### config.mk
export PLATFORM = sky130hd
export DESIGN_NAME = multiwave_pwm_synth
export DESIGN_NICKNAME = d
export VERILOG_FILES = /design/src/rtl/multiwave_pwm_synth.sv
export SDC_FILE = /design/constraint.sdc
export NUM_CORES = 1
export LEC_CHECK = 0
export ABC_AREA = 1
export ABC_CLOCK_PERIOD_IN_PS = 4900
export CORE_MARGIN = 3
export CORE_UTILIZATION = 28
export CTS_CLUSTER_DIAMETER = 80
export CTS_CLUSTER_SIZE = 20
export DETAILED_ROUTE_END_ITERATION = 6
export DONT_BUFFER_PORTS = 1
export GPL_TIMING_DRIVEN = 0
export PLACE_DENSITY = 0.49
export SYNTH_ARGS = -nofsm -noshare
export SYNTH_HDL_FRONTEND = slang
export SYNTH_SLANG_ARGS = --single-unit
### constraint.sdc
create_clock -name sysclk -period 4.9 [get_ports sysclk]
set_input_delay 1.47 -clock sysclk [delete_from_list [all_inputs] [get_ports sysclk]]
set_output_delay 1.47 -clock sysclk [all_outputs]
set_load 0.05 [all_outputs]
### src/rtl/multiwave_pwm_synth.sv
// multiwave_pwm_synth: four-waveform tone synthesiser with single-pin PWM output.
// One phase accumulator drives sine/saw/triangle/square tables. The switch-selected
// sum is latched once per 1024-cycle PWM frame and compared against a free-running
// counter. Two debounced push-buttons raise or lower the phase increment.
// Optional build macro: BTN_AUTOREPEAT_EN. When it is defined, a held button repeats
// its press event every REPEAT_CYCLES.
module multiwave_pwm_synth #(
  parameter int unsigned PHASE_W         = 16,
  parameter int unsigned STEP_DEFAULT    = 64,
  parameter int unsigned STEP_INC        = 8,
  parameter int unsigned STEP_MIN        = 8,
  parameter int unsigned STEP_MAX        = 1024,
  parameter int unsigned DEBOUNCE_CYCLES = 1000000,
  parameter int unsigned REPEAT_CYCLES   = 12500000
) (
  input  logic       sysclk,
  input  logic       reset,
  input  logic [3:0] Enable_SW,
  input  logic       Bt_Plus,
  input  logic       Bt_Minus,
  output logic       Pulse
);

  localparam int unsigned IDX_W      = 8;
  localparam int unsigned PWM_W      = 10;
  localparam int unsigned SUM_W      = PHASE_W + 1;
  localparam int unsigned DB_W       = $clog2(DEBOUNCE_CYCLES + 1);
  localparam int unsigned NUM_BTN    = 2;
  localparam int unsigned BTN_PLUS   = 0;
  localparam int unsigned BTN_MINUS  = 1;
  localparam int unsigned FRAME_LAST = (1 << PWM_W) - 1;

  // Reject parameter sets the datapath cannot represent.
  if (PHASE_W < IDX_W || STEP_MIN > STEP_MAX || (STEP_MAX >> PHASE_W) != 0 ||
      STEP_DEFAULT < STEP_MIN || STEP_DEFAULT > STEP_MAX ||
      DEBOUNCE_CYCLES == 0 || REPEAT_CYCLES == 0) begin : g_bad_cfg
    $error("multiwave_pwm_synth: inconsistent parameter set");
  end

  // Input conditioning state
  logic [3:0]                    en_meta_q, en_meta_d;
  logic [3:0]                    en_sync_q, en_sync_d;
  logic [NUM_BTN-1:0]            btn_meta_q, btn_meta_d;
  logic [NUM_BTN-1:0]            btn_sync_q, btn_sync_d;
  logic [NUM_BTN-1:0]            btn_lvl_q, btn_lvl_d;
  logic [NUM_BTN-1:0][DB_W-1:0]  db_cnt_q, db_cnt_d;
  logic [NUM_BTN-1:0]            press_c;
`ifdef BTN_AUTOREPEAT_EN
  localparam int unsigned RPT_W = $clog2(REPEAT_CYCLES + 1);
  logic [NUM_BTN-1:0][RPT_W-1:0] rpt_cnt_q, rpt_cnt_d;
`endif

  // Synthesis datapath state
  logic [PHASE_W-1:0] step_q, step_d;
  logic [PHASE_W-1:0] phase_q, phase_d;
  logic [PWM_W-1:0]   pwm_cnt_q, pwm_cnt_d;
  logic [PWM_W-1:0]   duty_q, duty_d;
  logic               pulse_q, pulse_d;

  logic [SUM_W-1:0]   step_up_c;
  logic [IDX_W-1:0]   idx_c;
  logic [6:0]         fold_c;
  logic [7:0]         quarter_c;
  logic [7:0]         sine_c;
  logic [7:0]         saw_c;
  logic [7:0]         tri_c;
  logic [7:0]         sq_c;
  logic [PWM_W-1:0]   wave_sum_c;

  // First quadrant of round(127.5 + 127.5*sin(2*pi*i/256)), i = 0..64.
  function automatic logic [7:0] sine_quarter(input logic [6:0] a);
    logic [7:0] q;
    case (a)
      7'd0:  q = 8'd128; 7'd1:  q = 8'd131; 7'd2:  q = 8'd134; 7'd3:  q = 8'd137;
      7'd4:  q = 8'd140; 7'd5:  q = 8'd143; 7'd6:  q = 8'd146; 7'd7:  q = 8'd149;
      7'd8:  q = 8'd152; 7'd9:  q = 8'd155; 7'd10: q = 8'd158; 7'd11: q = 8'd162;
      7'd12: q = 8'd165; 7'd13: q = 8'd167; 7'd14: q = 8'd170; 7'd15: q = 8'd173;
      7'd16: q = 8'd176; 7'd17: q = 8'd179; 7'd18: q = 8'd182; 7'd19: q = 8'd185;
      7'd20: q = 8'd188; 7'd21: q = 8'd190; 7'd22: q = 8'd193; 7'd23: q = 8'd196;
      7'd24: q = 8'd198; 7'd25: q = 8'd201; 7'd26: q = 8'd203; 7'd27: q = 8'd206;
      7'd28: q = 8'd208; 7'd29: q = 8'd211; 7'd30: q = 8'd213; 7'd31: q = 8'd215;
      7'd32: q = 8'd218; 7'd33: q = 8'd220; 7'd34: q = 8'd222; 7'd35: q = 8'd224;
      7'd36: q = 8'd226; 7'd37: q = 8'd228; 7'd38: q = 8'd230; 7'd39: q = 8'd232;
      7'd40: q = 8'd234; 7'd41: q = 8'd235; 7'd42: q = 8'd237; 7'd43: q = 8'd238;
      7'd44: q = 8'd240; 7'd45: q = 8'd241; 7'd46: q = 8'd243; 7'd47: q = 8'd244;
      7'd48: q = 8'd245; 7'd49: q = 8'd246; 7'd50: q = 8'd248; 7'd51: q = 8'd249;
      7'd52: q = 8'd250; 7'd53: q = 8'd250; 7'd54: q = 8'd251; 7'd55: q = 8'd252;
      7'd56: q = 8'd253; 7'd57: q = 8'd253; 7'd58: q = 8'd254; 7'd59: q = 8'd254;
      7'd60: q = 8'd254; 7'd61: q = 8'd255; 7'd62: q = 8'd255; 7'd63: q = 8'd255;
      7'd64: q = 8'd255;
      default: q = 8'd0;
    endcase
    return q;
  endfunction

  // Synchronisers and per-button debounce; a press is the accepted 0->1 edge.
  always_comb begin
    en_meta_d  = Enable_SW;
    en_sync_d  = en_meta_q;
    btn_meta_d = {Bt_Minus, Bt_Plus};
    btn_sync_d = btn_meta_q;
    btn_lvl_d  = btn_lvl_q;
    db_cnt_d   = '0;
    press_c    = '0;
`ifdef BTN_AUTOREPEAT_EN
    rpt_cnt_d  = '0;
`endif
    for (int i = 0; i < NUM_BTN; i++) begin
      if (btn_sync_q[i] != btn_lvl_q[i]) begin
        if (db_cnt_q[i] == DB_W'(DEBOUNCE_CYCLES - 1)) begin
          btn_lvl_d[i] = btn_sync_q[i];
          press_c[i]   = btn_sync_q[i];
        end else begin
          db_cnt_d[i] = db_cnt_q[i] + DB_W'(1);
        end
      end
`ifdef BTN_AUTOREPEAT_EN
      // Repeat timer runs only while the accepted level is held high.
      if (btn_lvl_q[i]) begin
        if (rpt_cnt_q[i] == RPT_W'(REPEAT_CYCLES - 1)) begin
          press_c[i] = 1'b1;
        end else begin
          rpt_cnt_d[i] = rpt_cnt_q[i] + RPT_W'(1);
        end
      end
`endif
    end
  end

  // Saturating step update; simultaneous plus and minus cancel.
  always_comb begin
    step_d    = step_q;
    step_up_c = SUM_W'(step_q) + SUM_W'(STEP_INC);
    if (press_c[BTN_PLUS] && !press_c[BTN_MINUS]) begin
      step_d = (step_up_c > SUM_W'(STEP_MAX)) ? PHASE_W'(STEP_MAX) : step_up_c[PHASE_W-1:0];
    end else if (press_c[BTN_MINUS] && !press_c[BTN_PLUS]) begin
      step_d = (SUM_W'(step_q) < SUM_W'(STEP_MIN) + SUM_W'(STEP_INC)) ?
               PHASE_W'(STEP_MIN) : step_q - PHASE_W'(STEP_INC);
    end
  end

  // Waveform lookup at the current phase index and switch-selected sum.
  always_comb begin
    idx_c     = phase_q[PHASE_W-1 -: IDX_W];
    fold_c    = idx_c[6] ? 7'(8'd128 - {1'b0, idx_c[6:0]}) : idx_c[6:0];
    quarter_c = sine_quarter(fold_c);
    if (!idx_c[7]) begin
      sine_c = quarter_c;
    end else if (idx_c[6:0] == 7'd0) begin
      // Zero crossing rounds up to 128 on both half-cycles.
      sine_c = 8'd128;
    end else begin
      sine_c = 8'd255 - quarter_c;
    end
    saw_c      = idx_c;
    tri_c      = {(idx_c[7] ? ~idx_c[6:0] : idx_c[6:0]), 1'b0};
    sq_c       = idx_c[7] ? 8'd0 : 8'd255;
    wave_sum_c = (en_sync_q[0] ? PWM_W'(sine_c) : PWM_W'(0)) +
                 (en_sync_q[1] ? PWM_W'(saw_c)  : PWM_W'(0)) +
                 (en_sync_q[2] ? PWM_W'(tri_c)  : PWM_W'(0)) +
                 (en_sync_q[3] ? PWM_W'(sq_c)   : PWM_W'(0));
  end

  // PWM frame counter; duty and phase advance only on the last cycle of a frame.
  always_comb begin
    pwm_cnt_d = pwm_cnt_q + PWM_W'(1);
    duty_d    = duty_q;
    phase_d   = phase_q;
    if (pwm_cnt_q == PWM_W'(FRAME_LAST)) begin
      duty_d  = wave_sum_c;
      phase_d = phase_q + step_q;
    end
    pulse_d = (pwm_cnt_q < duty_q);
  end

  // State registers with synchronous reset.
  always_ff @(posedge sysclk) begin
    if (reset) begin
      en_meta_q  <= '0;
      en_sync_q  <= '0;
      btn_meta_q <= '0;
      btn_sync_q <= '0;
      btn_lvl_q  <= '0;
      db_cnt_q   <= '0;
`ifdef BTN_AUTOREPEAT_EN
      rpt_cnt_q  <= '0;
`endif
      step_q     <= PHASE_W'(STEP_DEFAULT);
      phase_q    <= '0;
      pwm_cnt_q  <= '0;
      duty_q     <= '0;
      pulse_q    <= 1'b0;
    end else begin
      en_meta_q  <= en_meta_d;
      en_sync_q  <= en_sync_d;
      btn_meta_q <= btn_meta_d;
      btn_sync_q <= btn_sync_d;
      btn_lvl_q  <= btn_lvl_d;
      db_cnt_q   <= db_cnt_d;
`ifdef BTN_AUTOREPEAT_EN
      rpt_cnt_q  <= rpt_cnt_d;
`endif
      step_q     <= step_d;
      phase_q    <= phase_d;
      pwm_cnt_q  <= pwm_cnt_d;
      duty_q     <= duty_d;
      pulse_q    <= pulse_d;
    end
  end

  assign Pulse = pulse_q;

endmodule

-- After elaboration in Yosys (flattened, before gate mapping)
Memories as Yosys holds them, arrays and structs flattened.
Cells that the tools add are included.
- add/subtract/negate cells: 11
- order comparisons: 3
- equality and inequality tests: 5
- muxes and demuxes: 17
- bitwise gates (word level): 3
- reduce and logical (&&, ||, !) cells: 10
- operator list (cell ; number):
    16-bit 2-to-1 mux ; 4
    8-bit 2-to-1 mux ; 7
    20-bit by 1-bit adder with 20-bit output (second input constant) ; 2
    20-bit equality test (second input constant) ; 2
    16-bit by 4-bit adder with 17-bit output (second input constant) ; 1
    17-bit by 11-bit > comparator with 1-bit output (second input constant) ; 1
    16-bit adder ; 1
    16-bit by 5-bit < comparator with 1-bit output (second input constant) ; 1
    16-bit by 4-bit subtractor with 16-bit output (second input constant) ; 1
    7-bit 2-to-1 mux ; 2
    10-bit by 1-bit adder with 10-bit output (second input constant) ; 1
    10-bit by 8-bit adder with 10-bit output ; 1
    9-bit by 8-bit adder with 10-bit output ; 1
    10-bit equality test (second input constant) ; 1
    10-bit < comparator ; 1
    8-bit by 8-bit adder with 9-bit output ; 1
    8-bit subtractor (first input constant) ; 1
    7-bit zero test ; 1
    7-bit inverter ; 1
    1-bit by 7-bit subtractor with 7-bit output (first input constant) ; 1
    3-bit OR reduction ; 2
    1-bit 2-to-1 mux ; 4
    2-bit AND reduction ; 2
    1-bit logical AND ; 2
    other kinds (4) ; 7
- register bits: 107
- ROM bits: 1024
- bits of input ports: 8
- output and inout bits: 1
- memories: 1
- memory list (name ; words ; bits a word ; read ports ; clocked after memory_dff ; wr ports ; line ; text):
    (name not given) ; 128 ; 8 ; 1 ; 0 ; 0 ; 73 ; case (a)

-- Depth between registers and ports, before layout
An unclocked memory read counts as a cell.
- word-level depth: 10
- gate-level depth with buffers: 31
- mapped depth without buffers: 31

-- Worst setup path before layout
Ideal clock, no wire load.
- path kind: reg2reg
- from: reg phase_q[8]
- to: reg duty_q[8]
- arrival time: 4.307 ns
- path slack: 0.480 ns
- stages on the path, launching flop included: 28
- buffers on the path: 0
- cell sequence: dfxtp_1 -> inv_2 -> ha_1 -> nand2_1 -> o21ai_2 -> inv_1 -> ha_1 -> inv_1 -> nor3_2 -> nand3_1 -> nand2_4 -> nand2_1 -> nor2_1 -> nor2_1 -> fa_1 -> inv_1 -> fa_1 -> inv_1 -> ha_1 -> inv_1 -> fa_1 -> o21ai_0 -> nand2_1 -> nand2_1 -> a21oi_1 -> xnor2_1 -> o21ai_1 -> inv_1
- cells in the longest elaborated chain, start to end: 10
- ends and longest elaborated chain (what ; line ; text):
    from (decl) ; 55 ; logic [PHASE_W-1:0] phase_q, phase_d;
    from (signal assigned) ; 204 ; phase_q <= phase_d;
    1-bit by 7-bit subtractor with 7-bit output ; 145 ; fold_c = idx_c[6] ? 7'(8'd128 - {1'b0, idx_c[6:0]}) : idx_c[6:0];
    7-bit 2-to-1 mux ; 145 ;
    memory read 128 x 8 bit ; n/a ;
    8-bit subtractor ; 153 ; sine_c = 8'd255 - quarter_c;
    8-bit 2-to-1 mux ; 149 ; end else if (idx_c[6:0] == 7'd0) begin
    8-bit 2-to-1 mux ; 147 ; if (!idx_c[7]) begin
    8-bit 2-to-1 mux ; 158 ; wave_sum_c = (en_sync_q[0] ? PWM_W'(sine_c) : PWM_W'(0)) +
    8-bit by 8-bit adder with 9-bit output ; 158 ;
    9-bit by 8-bit adder with 10-bit output (*) ; 159 ; (en_sync_q[1] ? PWM_W'(saw_c) : PWM_W'(0)) +
    10-bit by 8-bit adder with 10-bit output (*) ; 160 ; (en_sync_q[2] ? PWM_W'(tri_c) : PWM_W'(0)) +
    to (signal assigned) ; 206 ; duty_q <= duty_d;
    to (decl) ; 57 ; logic [PWM_W-1:0] duty_q, duty_d;
Every way passes the cells marked *; elsewhere a longest branch is shown, timed or not.
A chain may end at the register's enable or synchronous reset.

-- Worst setup path after layout
- from: reg phase_q[9]
- to: reg duty_q[8]
Same word-level chain as after synthesis.

==> key figures <==
Final layout
  • Ratio of cells with drive above 1 in the final layout: 9.58%
  • Most common cell after layout, fill and taps aside: nand2_1
  • Most frequent cells in the layout: 212 x nand2_1, 158 x inv_1, 108 x nor2_1, 100 x dfxtp_1, 77 x nand3_1
  • FILL cells: between 2000 and 3000
  • Total Nets Final: between 1000 and 1500
  • Fin area: 8230 um^2
  • Area grow syn2layout: 10.5%
  • ANT cells: 0

Run status
  • Status: complete, no violations

Min path
  • Hold Crit Class: reg2reg
  • Min-Delay Startpoint: en_meta_q[1]$_SDFF_PP0_
  • Hold Path End: en_sync_q[1]$_SDFF_PP0_
  • Hold Path Stages: 2

Die
  • CORE AREA: roughly 26000 um^2
  • Number of I/O pins: 9
  • Die X: 169 um
  • DIE HEIGHT: between 150 and 200 um
  • Row Count: 59
  • Initial Util: between 20% and 30%
  • Die area: 28600 um^2

GRT
  • Largest net degree at the start of global routing: 20
  • Vias in the first global route: about 6400
  • Total GRT Usage: 12.9%
  • Initial antenna violation count: 0
  • Total congestion overflow: 0
  • First-pass GRT wire length: 30800 um

Pwr
  • Gate power share: 3.0%
  • Internal power: 0.00126 W
  • Switching power: about 0.00039 W
  • PD cells: 200 nW/um^2
  • Sw Ratio: 23.6%
  • Leakage: 3.68 nW
  • Flop pwr share: 51.1%
  • Tot Pwr: 0.00165 W
  • Clock power share: about 46%
  • Peak VDD IR: 205 uV

Job
  • Max capacitance violation total: 0

Clock network
  • Clock tree root driver cell: clkbuf_16
  • Cts bufs inserted: 9
  • H-tree Lvls: 3
  • CTS tree: built
  • Clock latency on the worst-skew pair: about 0.35 ns
  • CTS Buffer Depth: 2
  • Worst-path clk slew: 0.07 ns
  • Sink Count: 102

Logic synthesis
  • Seq/Total Area, Yosys: 27.4%
  • Post-synthesis mux area share: 0%
  • Largest family of logic cells by synthesized area: simple AND/OR/NAND/NOR gates
  • Synth async-reset ratio: 0%
  • Post-synth EDFFs: 0
  • Adder-Cell Fraction of Synth Area: 11.9%
  • Post-synthesis compound-gate area fraction: 11.8%
  • XOR/XNOR Fraction of Synth Area: ~5.2%
  • Mapped Area: around 7500 um^2
  • Mean Syn Cell Area: 6.85 um^2
  • Synth Area in Simple Gates: 32.6%
  • Post-synth cell types: 52
  • Ys flop type: dfxtp_1
  • #FFs+latches synth: approximately 100
  • Mapped Cells: approximately 1100
  • Yosys warnings: 0

Placement
  • Pre-CTS setup slack: -0.331 ns
  • Placer congestion estimate: 0.861
  • DP Area: 7880 um^2
  • Hpwl dp: about 14000 um
  • Input/output buffers: 0

Critical path
  • Worst path max stage delay: ~0.55 ns
  • Critical path data required time: 5.15 ns
  • Worst path most repeated cell: inv_1
  • CP top delay family: adder cells
  • Crit path kind: reg2reg
  • Buf+Inv Stages, Crit Path: 6
  • Reg2Reg Setup Slack: 0.33 ns
  • CP Launch Type: register
  • CP Max Fanout: 10
  • R2R Path Start: phase_q[9]$_SDFFE_PP0N_
  • CP endpoint kind: register
  • Worst reg2reg path endpoint: duty_q[8]$_SDFFE_PP0N_
  • Worst reg-to-reg path cell count: 26
  • Data arrival, critical path: 4.82 ns
  • Slowest-stage cell, CP: fa_1

Route
  • Antenna Nets Post-Route: 0
  • First-pass DRT Iterations: 4
  • Wire length per cell: 12.2 um
  • Via density: between 4 and 5
  • DR vias: approximately 6600
  • Iteration-0 DRC Markers: 314
  • Drt drc: 0
  • Drt total wl: 17600 um

Timing
  • Slew margin rel.: 60.2%
  • Worst slew pin tran: 0.597 ns
  • RSZ-0062 raised after global routing: yes
  • Fin Setup TNS: 0 ns
  • Max frequency: 219 MHz
  • Fin crit period: ~4.6 ns
  • Min Hold Slack: 0.405 ns
  • # setup viols final: 0
  • Slack of the critical path: between 0.3 and 0.4 ns
  • Clock Skew: roughly 0.0099 ns
  • Final Cycle Share: 93.2%
  • Slew Viols, Final: 0
  • Hold Vio Cnt, Final: 0
==> power groups by stage <==
stage                     registers (W)  clock network (W)  logic (W)
after floorplan                0.000862                  0  0.0000359
after global placement         0.000863                  0  0.0000507
after detailed placement       0.000863                  0  0.0000503
after CTS                      0.000843           0.000788  0.0000509
after global routing           0.000844           0.000823  0.0000587
final                          0.000842           0.000756  0.0000492
==> Yosys cell counts, types with 2 or more instances <==
cell,number,area [um^2]
nor2_4,5,56.3
dfxtp_1,102,2040
buf_6,4,45.0
o211ai_1,4,30.0
nor3_2,3,30.0
nor2_1,108,405
buf_2,12,60.1
nand3_2,4,40.0
a21o_1,2,15.0
o21ai_0,45,225
o21ai_1,10,50.1
a31oi_1,3,18.8
o31ai_1,2,15.0
clkbuf_1,11,41.3
nand4_1,27,169
a211oi_2,2,25.0
or2_0,2,12.5
inv_1,159,597
nand2_2,10,62.6
xor2_1,32,280
nand2_1,213,800
nor3_4,3,48.8
nand3_1,77,385
nor3b_1,6,45.0
nor3_1,27,135
buf_4,4,30.0
a21oi_2,2,17.5
xnor2_1,12,105
inv_2,12,45.0
o21bai_1,2,15.0
nor2_2,10,62.6
a211oi_1,5,37.5
fa_1,16,320
nand2_4,4,45.0
a21oi_1,77,385
nand3b_1,5,37.5
nor4_1,6,37.5
or2_2,2,12.5
ha_1,45,563
==> stage by stage <==
step                      instances  utilization, %
after floorplan                1089               -
after global placement         1424            30.1
after detailed placement       1424            30.1
after CTS                      1440            31.4
after global routing           1441            31.5
final                          1441            31.5
==> sequential cells by signal (all words and copies together) (netlist names) <==
| name | cells |
|---|---|
| phase_q | 14 |
| en_sync_q | 4 |
| btn_meta_q | 2 |
| duty_q | 10 |
| step_q | 13 |
| btn_lvl_q | 2 |
| Pulse | 1 |
| pwm_cnt_q | 10 |
| db_cnt_q | 40 |
| btn_sync_q | 2 |
| en_meta_q | 4 |
==> cell type report <==
type | count | area, um^2 | area share, %
tap | 335 | 419 | 5.09
timing repair buffer | 1 | 7.51 | 0.0912
inverter | 172 | 648 | 7.87
clock buffer | 9 | 225 | 2.74
buffer | 33 | 185 | 2.25
sequential | 102 | 2050 | 24.9
clock inverter | 7 | 91.3 | 1.11
multi-input combinational | 782 | 4610 | 56.0
==> kinds of logic (layout without fill, tap and decap cells) <==
kind of cell               Yosys count  after routing
and+or+nand+nor                    516            516
buffers and inverters              205            222
AOI/OAI and AO/OA                  159            159
DFF                                102            102
adders and majority gates           61             61
xor gates and xnor gates            44             44
other                                1              2
==> metal layers <==
layer  GRT usage, %  wire (um)  vias up
met5              0          0        -
met4           3.56        230        0
met3           1.26        259       13
met2           22.2       8180       42
met1           17.3       8930     2975
li1               -          -     3546
==> worst min-delay path: cells and delay by family, from the launching register on <==
kind | cells | cell delay (ns)
simple gates | 1 | 0.03
buf+inv | 1 | 0.04
flops | 1 | 0.30
==> how the worst max path moves through the flow <==
| stage | start | to | slack, ns | cells past startpoint |
|---|---|---|---|---|
| after global placement | phase_q[8]$_SDFFE_PP0N_ | duty_q[8]$_SDFFE_PP0N_ | -0.28 | 28 |
| after floorplan | phase_q[8]$_SDFFE_PP0N_ | duty_q[8]$_SDFFE_PP0N_ | 0.48 | 27 |
| final | phase_q[9]$_SDFFE_PP0N_ | duty_q[8]$_SDFFE_PP0N_ | 0.33 | 26 |
| after CTS | phase_q[8]$_SDFFE_PP0N_ | duty_q[8]$_SDFFE_PP0N_ | 0.004 | 28 |
| after detailed placement | phase_q[8]$_SDFFE_PP0N_ | duty_q[8]$_SDFFE_PP0N_ | -0.33 | 28 |
| after global routing | phase_q[9]$_SDFFE_PP0N_ | duty_q[8]$_SDFFE_PP0N_ | -0.07 | 26 |
==> what timing repair did <==
item | CTS | global route
setup buffers | 0 | 1
setup endpoints to repair | 4 | 4
hold buffers | 0 | 0
pin swaps | 0 | 1
gates resized for setup | 4 | 10
Power figures use the tool's default switching activity.
